**src/rtl/parity_frame_tx.sv**
```systemverilog
// ---------------------------------------------------------------------------
// parity_frame_tx
//
// Serial framing transmitter. Each accepted parallel word goes out on a single
// line as: start bit (0), DATA_W data bits LSB first, parity bit, stop bit (1).
// Every bit is held for BIT_CYCLES clocks. The parity bit is computed here by
// XOR reduction of the accepted word, optionally inverted for odd parity.
//
// Ports
//   clk         system clock, all state changes on the rising edge
//   rst         synchronous reset, active-high
//   data_in     word to transmit, captured on accept
//   data_valid  data_in holds a valid word
//   data_ready  block can accept a word this cycle (low while rst is high)
//   tx_out      registered serial line, idles high
//   tx_busy     frame in progress (START through STOP)
//   tx_done     one-cycle pulse in the first idle cycle after the stop bit
// ---------------------------------------------------------------------------
module parity_frame_tx #(
  parameter int DATA_W     = 4,
  parameter int BIT_CYCLES = 1,
  parameter int PARITY_ODD = 0
) (
  input  logic              clk,
  input  logic              rst,
  input  logic [DATA_W-1:0] data_in,
  input  logic              data_valid,
  output logic              data_ready,
  output logic              tx_out,
  output logic              tx_busy,
  output logic              tx_done
);

  localparam int TW = (BIT_CYCLES > 1) ? $clog2(BIT_CYCLES) : 1;
  localparam int IW = (DATA_W > 1) ? $clog2(DATA_W) : 1;

  localparam logic [TW-1:0] TIMER_LAST = TW'(BIT_CYCLES - 1);
  localparam logic [IW-1:0] IDX_LAST   = IW'(DATA_W - 1);

  localparam logic [2:0] S_IDLE   = 3'd0;
  localparam logic [2:0] S_START  = 3'd1;
  localparam logic [2:0] S_DATA   = 3'd2;
  localparam logic [2:0] S_PARITY = 3'd3;
  localparam logic [2:0] S_STOP   = 3'd4;

  logic [2:0]        r_state;
  logic [DATA_W-1:0] r_shift;
  logic              r_parity;
  logic [TW-1:0]     r_timer;
  logic [IW-1:0]     r_bit_idx;
  logic              r_tx_out;
  logic              r_tx_done;

  logic              w_accept;
  logic              w_bit_end;
  logic              w_parity_in;
  logic [DATA_W-1:0] w_shift_next;

  // Ready is gated by rst so a word presented during reset is never consumed.
  assign data_ready   = (r_state == S_IDLE) && !rst;
  assign w_accept     = data_valid && data_ready;
  assign w_bit_end    = (r_timer == TIMER_LAST);
  assign w_parity_in  = (^data_in) ^ (PARITY_ODD != 0);
  assign w_shift_next = r_shift >> 1;

  assign tx_out  = r_tx_out;
  assign tx_busy = (r_state != S_IDLE);
  assign tx_done = r_tx_done;

  // tx_out is registered, so every transition loads the line value of the
  // bit slot being entered; the line then changes exactly with the state.
  always_ff @(posedge clk) begin
    if (rst) begin
      // NOTE: non-blocking assignments keep every register reading the
      // pre-edge values of the others, which is what a flop actually does.
      r_state   <= S_IDLE;
      r_shift   <= '0;
      r_parity  <= 1'b0;
      r_timer   <= '0;
      r_bit_idx <= '0;
      r_tx_out  <= 1'b1;
      r_tx_done <= 1'b0;
    end else begin
      r_tx_done <= 1'b0;

      // Bit timer free-runs 0..BIT_CYCLES-1 in every busy state.
      if (r_state == S_IDLE || w_bit_end) begin
        r_timer <= '0;
      end else begin
        r_timer <= r_timer + TW'(1);
      end

      case (r_state)
        S_IDLE: begin
          if (w_accept) begin
            r_shift   <= data_in;
            r_parity  <= w_parity_in;
            r_bit_idx <= '0;
            r_tx_out  <= 1'b0;
            r_state   <= S_START;
          end
        end
        S_START: begin
          if (w_bit_end) begin
            r_tx_out <= r_shift[0];
            r_state  <= S_DATA;
          end
        end
        S_DATA: begin
          if (w_bit_end) begin
            if (r_bit_idx == IDX_LAST) begin
              r_tx_out  <= r_parity;
              r_bit_idx <= '0;
              r_state   <= S_PARITY;
            end else begin
              // Bit 0 of the shift register is always the bit on the line.
              r_shift   <= w_shift_next;
              r_tx_out  <= w_shift_next[0];
              r_bit_idx <= r_bit_idx + IW'(1);
            end
          end
        end
        S_PARITY: begin
          if (w_bit_end) begin
            r_tx_out <= 1'b1;
            r_state  <= S_STOP;
          end
        end
        S_STOP: begin
          if (w_bit_end) begin
            r_tx_done <= 1'b1;
            r_state   <= S_IDLE;
          end
        end
        default: begin
          r_tx_out <= 1'b1;
          r_state  <= S_IDLE;
        end
      endcase
    end
  end

endmodule

```
**config.mk**
```make
export PLATFORM = sky130hd
export DESIGN_NAME = parity_frame_tx
export DESIGN_NICKNAME = d
export VERILOG_FILES = /design/src/rtl/parity_frame_tx.sv
export SDC_FILE = /design/constraint.sdc
export NUM_CORES = 1
export LEC_CHECK = 0
export BUFFER_PORTS_ARGS = -buffer_cell sky130_fd_sc_hd__buf_2
export CORE_UTILIZATION = 35
export CTS_CLUSTER_SIZE = 30
export DETAILED_ROUTE_END_ITERATION = 8
export PLACE_DENSITY_LB_ADDON = 0.3
export SETUP_SLACK_MARGIN = 0.4
export SYNTH_ARGS = -nofsm -noshare
export SYNTH_HDL_FRONTEND = slang
export SYNTH_SLANG_ARGS = --single-unit
```
**constraint.sdc**
```tcl
create_clock -name clk -period 1.8 [get_ports clk]
set_input_delay 0.45 -clock clk [delete_from_list [all_inputs] [get_ports clk]]
set_output_delay 0.45 -clock clk [all_outputs]
set_load 0.02 [all_outputs]
```
==> results of run 1 <==
[metrics by stage]
step	power (W)	instances	hold WS, ns	area (um2)
floorplan	0.000433	72	0.436	738
global placement	0.000456	106	0.450	786
detailed placement	0.000459	106	0.464	786
CTS	0.000653	114	0.449	860
global route	0.000688	116	0.462	900
finish	0.000654	116	0.450	900
[routing by layer]
metal,wire (um),up-vias
met1,657,260
met2,682,12
met3,43,5
li1,-,302
met5,0,-
met4,42,0
[cell usage after synthesis, types with 2 or more instances]
library cell	number	area share
nor2b_1	3	0.026
o211ai_1	4	0.042
nor4b_1	2	0.024
a211oi_1	2	0.021
buf_2	2	0.014
nand2_1	5	0.026
dfxtp_1	13	0.36
xnor2_1	4	0.049
o21ai_0	3	0.021
o211a_1	3	0.042
o21a_1	3	0.031
mux2i_1	5	0.070
nor3_1	2	0.014
[cell type report]
type                            count  area [um2]  area share
Sequential cell                    13         269       0.299
Tap cell                           27        33.8      0.0376
Timing Repair Buffer               17         119       0.132
Inverter                            1        3.75     0.00417
Multi-Input combinational cell     54         448       0.498
Clock buffer                        4        26.3      0.0292
[power groups by stage]
stage | Sequential [W] | Combinational (W) | Clock, W
after detailed placement | 0.000336 | 0.000124 | 0
after global placement | 0.000335 | 0.000121 | 0
after global routing | 0.000327 | 0.000162 | 0.000198
after floorplan | 0.000329 | 0.000104 | 0
final | 0.000325 | 0.000147 | 0.000182
after CTS | 0.000323 | 0.000141 | 0.000188
[registers in the layout, indices dropped and copies added, names as in the netlist]
register   count
r_bit_idx      2
r_parity       1
r_shift        4
r_state        3
r_timer        1
tx_done        1
tx_out         1
[logic make-up after synthesis]
kind of cell | synth area share
AND/OR/NAND/NOR | 0.240
AO/OA/AOI/OAI | 0.211
flip-flops | 0.362
multiplexers | 0.0697
buffers and inverters | 0.0453
XOR/XNOR | 0.0488
adder cells (fa/ha/maj) | 0.0174
other | 0.00522
[layout by cell type, fill, tap and decap left out, types with 2 or more instances in the layout]
cell type and n:
nor4b_1 2, clkbuf_4 3, buf_4 6, xnor2_1 4, o211a_1 3, o211ai_1 4, mux2i_1 5, nor3_1 2
buf_6 3, dfxtp_1 10, o21a_1 3, dfxtp_4 2, nor2b_1 3, nand2_1 5, buf_2 8, o21ai_0 3
[tightest hold or removal path, delay by kind of cell]
family                 cells  cell delay (ns)
buffers and inverters      1             0.10
and+or+nand+nor            1             0.08
AOI/OAI and AO/OA          1             0.07
[what timing repair did]
action | CTS | global route
buffers inserted | 4 | 2
resized for setup | 8 | 5
pin swaps | 1 | 4
setup endpoints to repair | 8 | 4
hold buffers | 0 | 0
[how the worst max path moves through the flow]
stage               endpoint  slack, ns  cells past startpoint
floorplan            tx_busy       0.37                      3
global placement     tx_busy       0.33                      2
detailed placement   tx_busy       0.31                      2
CTS                  tx_busy       0.18                      2
global route         tx_busy       0.16                      2
finish               tx_busy       0.19                      2
==> results.md, run 1 <==
- The run finished with clean final reports.
- Of the total power, the share spent switching nets is 0.283.
- The count of antenna-violating nets left after detailed routing is 0.
- The highest cell delay on the worst timing path is 0.37 ns.
- The worst register-to-register path has a depth of 4.
- The busiest layer in global routing is met2.
- The internal portion of the total power is 0.000469 W.
- The required arrival time at the worst endpoint is 1.35 ns.
- The critical path's top delay family is flip-flops.
- The tool flagged a number of max-cap violations equal to 0.
- Setup repair after global routing could not meet its margin everywhere.
- Clock tree synthesis found a total of 13 sinks.
- The wire length of the first global-routing pass is 2190 um.
- The clock slew at the register clock pins of the worst setup and hold paths is 0.08 ns.
- In the routed layout, each cell is associated on average with a via count of 4.99.
- In this run the power spent charging and discharging nets is 0.000185 W.
- In this run the worst setup path begins at r_state[1].
- The final net count is 98.
- TritonCTS created 3 clock buffers.
- The worst setup path is launched from a register.
- The number of levels in the clock H-tree is 1.
- In the global route stage, met1 resource usage came out at 0.172.
- The worst hold path belongs to the class in -> reg.
- After synthesis, the mean cell area works out to 9.97 um2.
- After synthesis, the share of flip-flops with an asynchronous set or reset is 0.
- Counting flops with a built-in enable in the synthesized netlist gives 0.
- Of the total power, registers draw 0.497.
- Summed over all nets, the half-perimeter wirelength after detailed placement is 977 um.
- The part of the cycle the worst path needs is 0.893.
- The endpoint identified for the worst register-to-register timing path is tx_out.
- The share of total power dissipated in combinational logic is 0.225.
- The worst-case IR drop observed on VDD is 328 uV.
- The growth of design area from synthesis to finish is 25.3%.
- Counting instances, the worst hold path has a depth of 3.
- The initial utilization of the core area, before any placement, comes to 0.370.
- The sum of negative setup slack is 0 ns.
- The least setup slack across all paths after layout is 0.192 ns.
- Yosys printed 0 warnings.
- The worst path arrival time is 1.16 ns.
- In this run the worst path has a maximum fanout of 4.
- Setup violations remaining at the end of the flow were counted as 0.
- In this run the core area contains 16 standard-cell rows.
- The region available for standard cell placement spans 0.00194 mm2.
- The number of distinct library cell variants in the gate-level netlist after synthesis is 34.
- At the later pin of the worst-skew pair, clock insertion delay measures 0.28 ns.
- The worst setup path is of the reg -> out kind.
- In this run the critical register-to-register path is launched from r_bit_idx[0].
- The filler cells instantiated in the layout total 185.
- TritonCTS built the clock tree.
- The placer congestion estimate is 0.736.
- The worst setup path is captured at an output port.
- The post-placement worst setup slack is 0.314 ns.
- Once layout is complete, the utilization of the core stands at 0.463.
- In the final layout, the share of cells above drive strength 1 is 0.348.
- The setup slack of the most critical reg-to-reg path is 0.46 ns.
- The buffer depth of the longest clock path is 2.
- The max-slew violation count was 0.
- The critical path goes through or3_4, buf_6.
- The hold violation total from the final report is 0.
- The number of antenna violations at the first check in global routing is 0.
- In this run the most critical hold path is launched from data_in[3].
- The clock period could shrink to 1.61 ns.
- The via count of the first global-routing pass is 509.
- The repair_antennas step left the layout with diodes totalling 0.
- The die extent in x is 47.3 um.
- The fraction of the yosys area taken by sequential cells is 0.362.
- Across every metal layer, demand over resource in global routing totals 0.151.
- In this run the power density over the cells is 727 mW/mm2.
- The post-synthesis cell area is 718 um2.
- The met2 global-route usage is 0.241.
- After detailed routing, the number of remaining DRC violations is 0.
- In this run the count of I/O pins placed on the die edge is 11.
- The average wire length per cell after detail routing is 12.3 um.
- The share of total power dissipated in the clock network is 0.278.
- Summed over all layers, the global routing overflow is 0.
- In this run, synthesis produced a sequential element count of 13.
- In the global route stage, met3 resource usage came out at 0.0346.
- The cell at the root of the clock tree is clkbuf_4.
- The initial DRC count is 7.
- The number of buffers and inverters on the critical path is 1.
- The largest individual stage delay along the critical path comes from the cell dfxtp_4.
- Summed over all cells, the static leakage comes to 0.358 nW.
- The iteration count of the initial detailed-routing pass is 4.
- The path with the worst hold slack has its endpoint at r_shift[3].
- The total number of vias is 579.
- The number of nets in the synthesized netlist is 80.
- The fmax is 622 MHz.
- The final worst clock skew is 0.00893 ns.
- The die covers 0.00224 mm2.
- The number of standard cells after synthesis is 72.
- The quantity of I/O buffers inserted on ports is 10.
- The most used flip-flop cell after synthesis is dfxtp_1.
- Summed over all layers, the routed wires come to 1430 um.
- The height of the chip is 47.3 um.
- The largest net degree at the start of global routing is 10.
Power figures use the tool's default switching activity.
==> run 2: changes to the inputs <==
--- a/config.mk
+++ b/config.mk
@@ -10,7 +10,6 @@
 export CTS_CLUSTER_SIZE = 30
 export DETAILED_ROUTE_END_ITERATION = 8
 export PLACE_DENSITY_LB_ADDON = 0.3
-export SETUP_SLACK_MARGIN = 0.4
 export SYNTH_ARGS = -nofsm -noshare
 export SYNTH_HDL_FRONTEND = slang
 export SYNTH_SLANG_ARGS = --single-unit
==> run 2 against run 1 <==
  * Critical path depth unchanged
  * Sequential power about the same
  * Setup slack worse by 0.069 ns
  * Cell count down 5.2%
  * Global-route usage down 2.4 points
==> results.md, run 2 (synthesized netlist as in run 1, its figures left out) <==
- The final net count was 92 (was 98).
- The part of the cycle the worst path needs came to 0.932 (was 0.893).
- The initial DRC count was 13 (was 7).
- The largest net degree at the start of global routing is 12 (was 10).
- The die extent in x is 47.3 um (unchanged).
- The sequential standard cell area is 263 um2 (was 269 um2).
- The required arrival time at the worst endpoint is 1.35 ns (about the same).
- The total number of vias is 558 (was 579).
- The internal power is 0.000451 W (was 0.000469 W).
- The startpoint kind of the worst setup timing path is a register (unchanged).
- The post-layout total power is 0.000629 W (was 0.000654 W).
- The wire length of the first global-routing pass is 2010 um (was 2190 um).
- The source-to-sink clock delay at the later pin of the worst-skew pair is 0.27 ns (was 0.28 ns).
- The number of fill cells came to 213 (was 185).
- The register name with the most flops is r_shift (unchanged).
- The iteration count of the initial detailed-routing pass is 3 (was 4).
- The final worst clock skew came to 0.00196 ns (was 0.00893 ns).
- The post-placement worst setup slack was 0.309 ns (was 0.314 ns).
- Most frequent cells in the layout: dfxtp_1, buf_2, nand2_1, mux2i_1 (was dfxtp_1, buf_2, buf_4).
- The hold violation total from the final report is 0 (unchanged).
- The number of top-level pins is 11 (unchanged).
- The number of setup violations in the final report is 0 (unchanged).
- The sort of element at the end of the critical path is an output port (unchanged).
- The buffer depth of the longest clock path is 2 (unchanged).
- The worst ir drop on vdd is 402 uV (was 328 uV).
- The growth of design area from synthesis to finish is 12.7% (was 25.3%).
- The final critical delay including setup and external delays was 1.68 ns (was 1.61 ns).
- The multi-input gate area in the final layout is 425 um2 (was 448 um2).
- The number of buffers inserted to repair setup after CTS is 0 (was 4).
- The cell depth of the worst flop-to-flop path came to 4 (unchanged).
- The total global routing overflow came to 0 (unchanged).
- The part of the power in registers is 0.522 (was 0.497).
- Result of the run: finished, final reports clean (unchanged).
- The maximum fanout encountered on the critical timing path is 11 (was 4).
- The sum of routed wire length over all layers is 1320 um (was 1430 um).
- The via count of the first global-routing pass is 476 (was 509).
- The die area is 0.00224 mm2 (unchanged).
- The worst path arrival time came to 1.23 ns (was 1.16 ns).
- The classification of the worst setup path is reg -> out (unchanged).
- The cell leakage power is 0.325 nW (was 0.358 nW).
- The max-slew violation count is 0 (unchanged).
- The number of buffers inserted during clock tree synthesis is 3 (unchanged).
- The cell at the root of the clock tree was clkbuf_4 (unchanged).
- The fmax was 596 MHz (was 622 MHz).
- The count of antenna-violating nets left after detailed routing is 0 (unchanged).
- The number of levels in the clock H-tree is 1 (unchanged).
- The power density over cell area was 777 mW/mm2 (was 727 mW/mm2).
- The height of the chip is 47.3 um (unchanged).
- RSZ-0062 raised after global routing: no (was yes).
- The net switching power figure came to 0.000178 W (was 0.000185 W).
- The clock slew at the register clock pins of the worst setup and hold paths is 0.08 ns (about the same).
- The placer congestion estimate was 0.662 (was 0.736).
- The flip-flop count of the largest register, all copies and words added is 4 (unchanged).
- The number of design rule violations left after detail routing is 0 (unchanged).
- The core footprint came to 0.00194 mm2 (unchanged).
- The cell count of the worst hold path came to 2 (was 3).
- The number of clock sinks came to 13 (unchanged).
- The quantity of I/O buffers inserted on ports is 10 (unchanged).
- The CTS tree is yes (unchanged).
- The number of vias per cell after detailed routing is 5.07 (was 4.99).
- The ratio of cells with drive above 1 in the final layout was 0.253 (was 0.348).
- The effective utilization at floorplan is 0.370 (unchanged).
- The switching portion of total power is 0.282 (was 0.283).
- The number of rows created at floorplan is 16 (unchanged).
- The total global-route track usage is 0.128 (was 0.151).
- The number of antenna violations at the first check in global routing is 0 (unchanged).
- The number of maximum-capacitance constraint violations is 0 (unchanged).
- The average wire length per cell after detail routing is 12.0 um (was 12.3 um).
- The antenna cell count came to 0 (unchanged).
- The most frequent standard cell in the layout excluding fill and tap cells was dfxtp_1 (unchanged).
- The path category of the worst min-delay check is reg -> reg (was in -> reg).
- The final HPWL from detailed placement came to 975 um (was 977 um).
- The relative contribution of the clock network to total power is 0.284 (was 0.278).
- The combinational cell fraction of total power is 0.194 (was 0.225).
- The sum of negative setup slack is 0 ns (unchanged).
- Top Registers: r_shift x4, r_state x3, r_bit_idx x2 (unchanged).
- The least setup slack across all paths after layout came to 0.123 ns (was 0.192 ns).
==> run 2: cell count changes in the layout (fill, tap and decap cells not counted), sizes merged <==
cell	delta
buf	-6
==> run 2: layout make-up <==
cell class / instances / area share
Multi-Input combinational cell: 54 / 0.526
Sequential cell: 13 / 0.325
Timing Repair Buffer: 11 / 0.0711
Tap cell: 27 / 0.0417
Clock buffer: 4 / 0.0325
Inverter: 1 / 0.00464
==> run 2: power groups by stage <==
stage	combinational [W]	clock, W	sequential, W
floorplan	0.0000977	0	0.000329
global placement	0.000121	0	0.000334
detailed placement	0.000122	0	0.000334
CTS	0.000123	0.000187	0.000328
global route	0.000135	0.000200	0.000331
finish	0.000122	0.000179	0.000328
==> run 2: routing by layer <==
metal | share of wire | up-vias | track usage
met5 | 0 | - | 0
met4 | 0.0068 | 0 | 0.0343
met3 | 0.042 | 2 | 0.0462
met2 | 0.47 | 12 | 0.197
met1 | 0.48 | 256 | 0.167
li1 | - | 288 | -
==> run 2: worst paths after layout <==
| kind | startpoint | endpoint | slack, ns |
|---|---|---|---|
| worst min-delay path | r_shift[3] | r_shift[3] | 0.46 |
| worst max register to register | r_bit_idx[0] | tx_out | 0.41 |
| worst max-delay path | r_state[2] | data_ready | 0.12 |
| worst min register to register | r_shift[3] | r_shift[3] | 0.46 |
==> run 2: critical path: stages (launching register included) <==
cell,delay (ns)
dfxtp_2,0.40
nor4_4,0.34
buf_2,0.22
==> run 2: stage by stage <==
| stage | cell area, um2 | util | hold WS [ns] | instances |
|---|---|---|---|---|
| final | 810 | 0.417 | 0.460 | 110 |
| after global routing | 810 | 0.417 | 0.482 | 110 |
| after CTS | 807 | 0.416 | 0.466 | 110 |
| after detailed placement | 781 | 0.402 | 0.456 | 106 |
| after global placement | 781 | 0.402 | 0.451 | 106 |
| after floorplan | 718 | - | 0.436 | 72 |
==> run 2: what timing repair did <==
action	in CTS	in global routing
resized for setup	0	2
hold buffers	0	0
hold endpoints to repair	0	0
endpoints found under the setup margin	0	2
==> run 3: changes to the inputs <==
--- a/config.mk
+++ b/config.mk
@@ -6,10 +6,11 @@
 export NUM_CORES = 1
 export LEC_CHECK = 0
 export BUFFER_PORTS_ARGS = -buffer_cell sky130_fd_sc_hd__buf_2
-export CORE_UTILIZATION = 35
+export CORE_UTILIZATION = 38
 export CTS_CLUSTER_SIZE = 30
 export DETAILED_ROUTE_END_ITERATION = 8
 export PLACE_DENSITY_LB_ADDON = 0.3
+export SLEW_MARGIN = 10
 export SYNTH_ARGS = -nofsm -noshare
 export SYNTH_HDL_FRONTEND = slang
 export SYNTH_SLANG_ARGS = --single-unit
==> run 3 against run 2 <==
  * Global-route usage up 2.2 points
  * Power down 0.48%
  * Hold slack better by 0.0080 ns
  * Clock power about the same
  * Sequential power about the same
  * Cell count down 2.7%
  * Non-clock buffer count down 1
  * Clock-buffer cell count unchanged
  * Critical path type unchanged
==> results.md, run 3 (synthesized netlist as in run 1, its figures left out) <==
- The count of hold buffers inserted by post-cts repair is 0 (unchanged).
- The final critical delay including setup and external delays is 1.71 ns (was 1.68 ns).
- Result of the run: finished, final reports clean (unchanged).
- The buffer depth of the longest clock path was 2 (unchanged).
- The wire length of the first global-routing pass is 2210 um (was 2010 um).
- The height of the chip is 45.5 um (was 47.3 um).
- The average wire length per cell after detail routing came to 12.3 um (was 12.0 um).
- Critical-path cell list: nor4_4, buf_2 (unchanged).
- The final HPWL from detailed placement is 942 um (was 975 um).
- The cell count of the worst hold path is 3 (was 2).
- The number of levels in the clock H-tree was 1 (unchanged).
- Top Registers: r_shift x4, r_state x3, r_bit_idx x2 (unchanged).
- The part of the power in registers is 0.529 (was 0.522).
- The met1 usage came to 0.202 (was 0.167).
- The sum of routed wire length over all layers is 1320 um (about the same).
- The relative contribution of the clock network to total power is 0.283 (was 0.284).
- The placer congestion estimate was 0.754 (was 0.662).
- The fmax came to 585 MHz (was 596 MHz).
- The CTS tree was yes (unchanged).
- The register name with the most flops is r_shift (unchanged).
- The antenna cell count is 0 (unchanged).
- The classification of the worst setup path is reg -> out (unchanged).
- The growth of design area from synthesis to finish is 11.3% (was 12.7%).
- The busiest layer in global routing is met2 (unchanged).
- The total number of vias is 589 (was 558).
- The worst path arrival time was 1.26 ns (was 1.23 ns).
- The final worst clock skew is 0.00221 ns (was 0.00196 ns).
- The core footprint came to 0.00175 mm2 (was 0.00194 mm2).
- The flip-flop count of the largest register, all copies and words added is 4 (unchanged).
- The switching portion of total power is 0.282 (about the same).
- The setup slack of the most critical reg-to-reg path is 0.41 ns (about the same).
- The number of clock sinks is 13 (unchanged).
- The critical path's top delay family is flip-flops (unchanged).
- The number of vias per cell after detailed routing came to 5.50 (was 5.07).
- The number of setup violations in the final report is 0 (unchanged).
- The count of antenna-violating nets left after detailed routing was 0 (unchanged).
- The cell leakage power came to 0.320 nW (was 0.325 nW).
- The number of buffers and inverters on the critical path was 1 (unchanged).
- The number of rows created at floorplan was 15 (was 16).
- RSZ-0062 raised after global routing: no (unchanged).
- The final net count came to 91 (was 92).
- The internal power is 0.000449 W (was 0.000451 W).
- The cell at the root of the clock tree is clkbuf_4 (unchanged).
- The power density over cell area was 783 mW/mm2 (was 777 mW/mm2).
- The startpoint kind of the worst setup timing path is a register (unchanged).
- The number of gates resized after CTS is 1 (was 0).
- The sort of element at the end of the critical path is an output port (unchanged).
- The largest net degree at the start of global routing was 18 (was 12).
- The area after detailed placement was 771 um2 (was 781 um2).
- The number of top-level pins is 11 (unchanged).
- The met2 global-route usage is 0.220 (was 0.197).
- The cell depth of the worst flop-to-flop path is 4 (unchanged).
- The least setup slack across all paths after layout is 0.0894 ns (was 0.123 ns).
- The hold violation total from the final report is 0 (unchanged).
- The number of antenna violations at the first check in global routing is 0 (unchanged).
- The total global-route track usage was 0.149 (was 0.128).
- The number of gates on the worst path with buffers counted is 2 (unchanged).
- The clock slew at the register clock pins of the worst setup and hold paths is 0.08 ns (about the same).
- The path category of the worst min-delay check is in -> reg (was reg -> reg).
- The part of the cycle the worst path needs is 0.950 (was 0.932).
- The post-placement worst setup slack was 0.201 ns (was 0.309 ns).
- The sum of negative setup slack came to 0 ns (unchanged).
- The iteration count of the initial detailed-routing pass is 4 (was 3).
- The worst ir drop on vdd was 445 uV (was 402 uV).
- The max-slew violation count came to 0 (unchanged).
- The die extent in x is 45.5 um (was 47.3 um).
- The post-layout total power came to 0.000626 W (was 0.000629 W).
- The most frequent standard cell in the layout excluding fill and tap cells is dfxtp_1 (unchanged).
- The die area came to 0.00207 mm2 (was 0.00224 mm2).
- Most frequent cells in the layout: dfxtp_1, buf_2, nand2_1, mux2i_1 (unchanged).
- The total global routing overflow was 0 (unchanged).
- The standard cell with the maximum stage delay on the critical path is dfxtp_2 (unchanged).
- The ratio of cells with drive above 1 in the final layout is 0.244 (was 0.253).
- The number of maximum-capacitance constraint violations is 0 (unchanged).
- The post-route cell area is 800 um2 (was 810 um2).
- The source-to-sink clock delay at the later pin of the worst-skew pair came to 0.27 ns (about the same).
- The number of buffers inserted during clock tree synthesis was 3 (unchanged).
- The number of design rule violations left after detail routing was 0 (unchanged).
- The quantity of I/O buffers inserted on ports is 10 (unchanged).
- The number of buffers inserted to repair setup after CTS was 0 (unchanged).
- The maximum fanout encountered on the critical timing path was 17 (was 11).
- The required arrival time at the worst endpoint is 1.35 ns (about the same).
- The initial DRC count is 17 (was 13).
- The net switching power figure is 0.000176 W (was 0.000178 W).
- The effective utilization at floorplan came to 0.411 (was 0.370).
- The met3 capacity usage during global routing came to 0.0595 (was 0.0462).
- The via count of the first global-routing pass is 494 (was 476).
- The highest cell delay on the worst timing path is 0.44 ns (was 0.40 ns).
- The combinational cell fraction of total power is 0.187 (was 0.194).
## run 3: worst paths after layout
kind | endpoint | from
worst max-delay path | data_ready | r_state[1]
worst max register to register | tx_out | r_bit_idx[0]
worst min register to register | r_bit_idx[1] | r_bit_idx[1]
worst min-delay path | r_shift[3] | data_in[3]
## run 3: metrics by stage
stage / std cells / hold WS [ns] / util
after floorplan: 72 / 0.436 / -
after CTS: 107 / 0.454 / 0.457
after global routing: 107 / 0.485 / 0.458
final: 107 / 0.468 / 0.458
after detailed placement: 103 / 0.461 / 0.442
after global placement: 103 / 0.450 / 0.442
## run 3: area by class of cell
type,count,area [um2]
inverters,1,3.75
clock buffers,4,26.3
fillers,172,946
repair buffers,10,50.0
well taps,25,31.3
flip-flops and latches,13,263
multi-input cells,54,425
## run 3: power by group through the flow
stage                     clock, W  sequential (W)  combinational (W)
after CTS                 0.000189        0.000331           0.000118
after global placement           0        0.000337           0.000116
after global routing      0.000198        0.000334           0.000131
final                     0.000177        0.000331           0.000117
after floorplan                  0        0.000329          0.0000977
after detailed placement         0        0.000337           0.000117
## run 3: tightest hold or removal path: cells and delay by family
family | cells | cell delay (ns)
buffers and inverters | 1 | 0.10
AND/OR/NAND/NOR | 1 | 0.08
AO/OA/AOI/OAI | 1 | 0.08
## run 3: metal layers
metal	vias up	wire, um
met1	278	633
met3	2	63
li1	293	-
met2	16	613
met5	-	0
met4	0	10
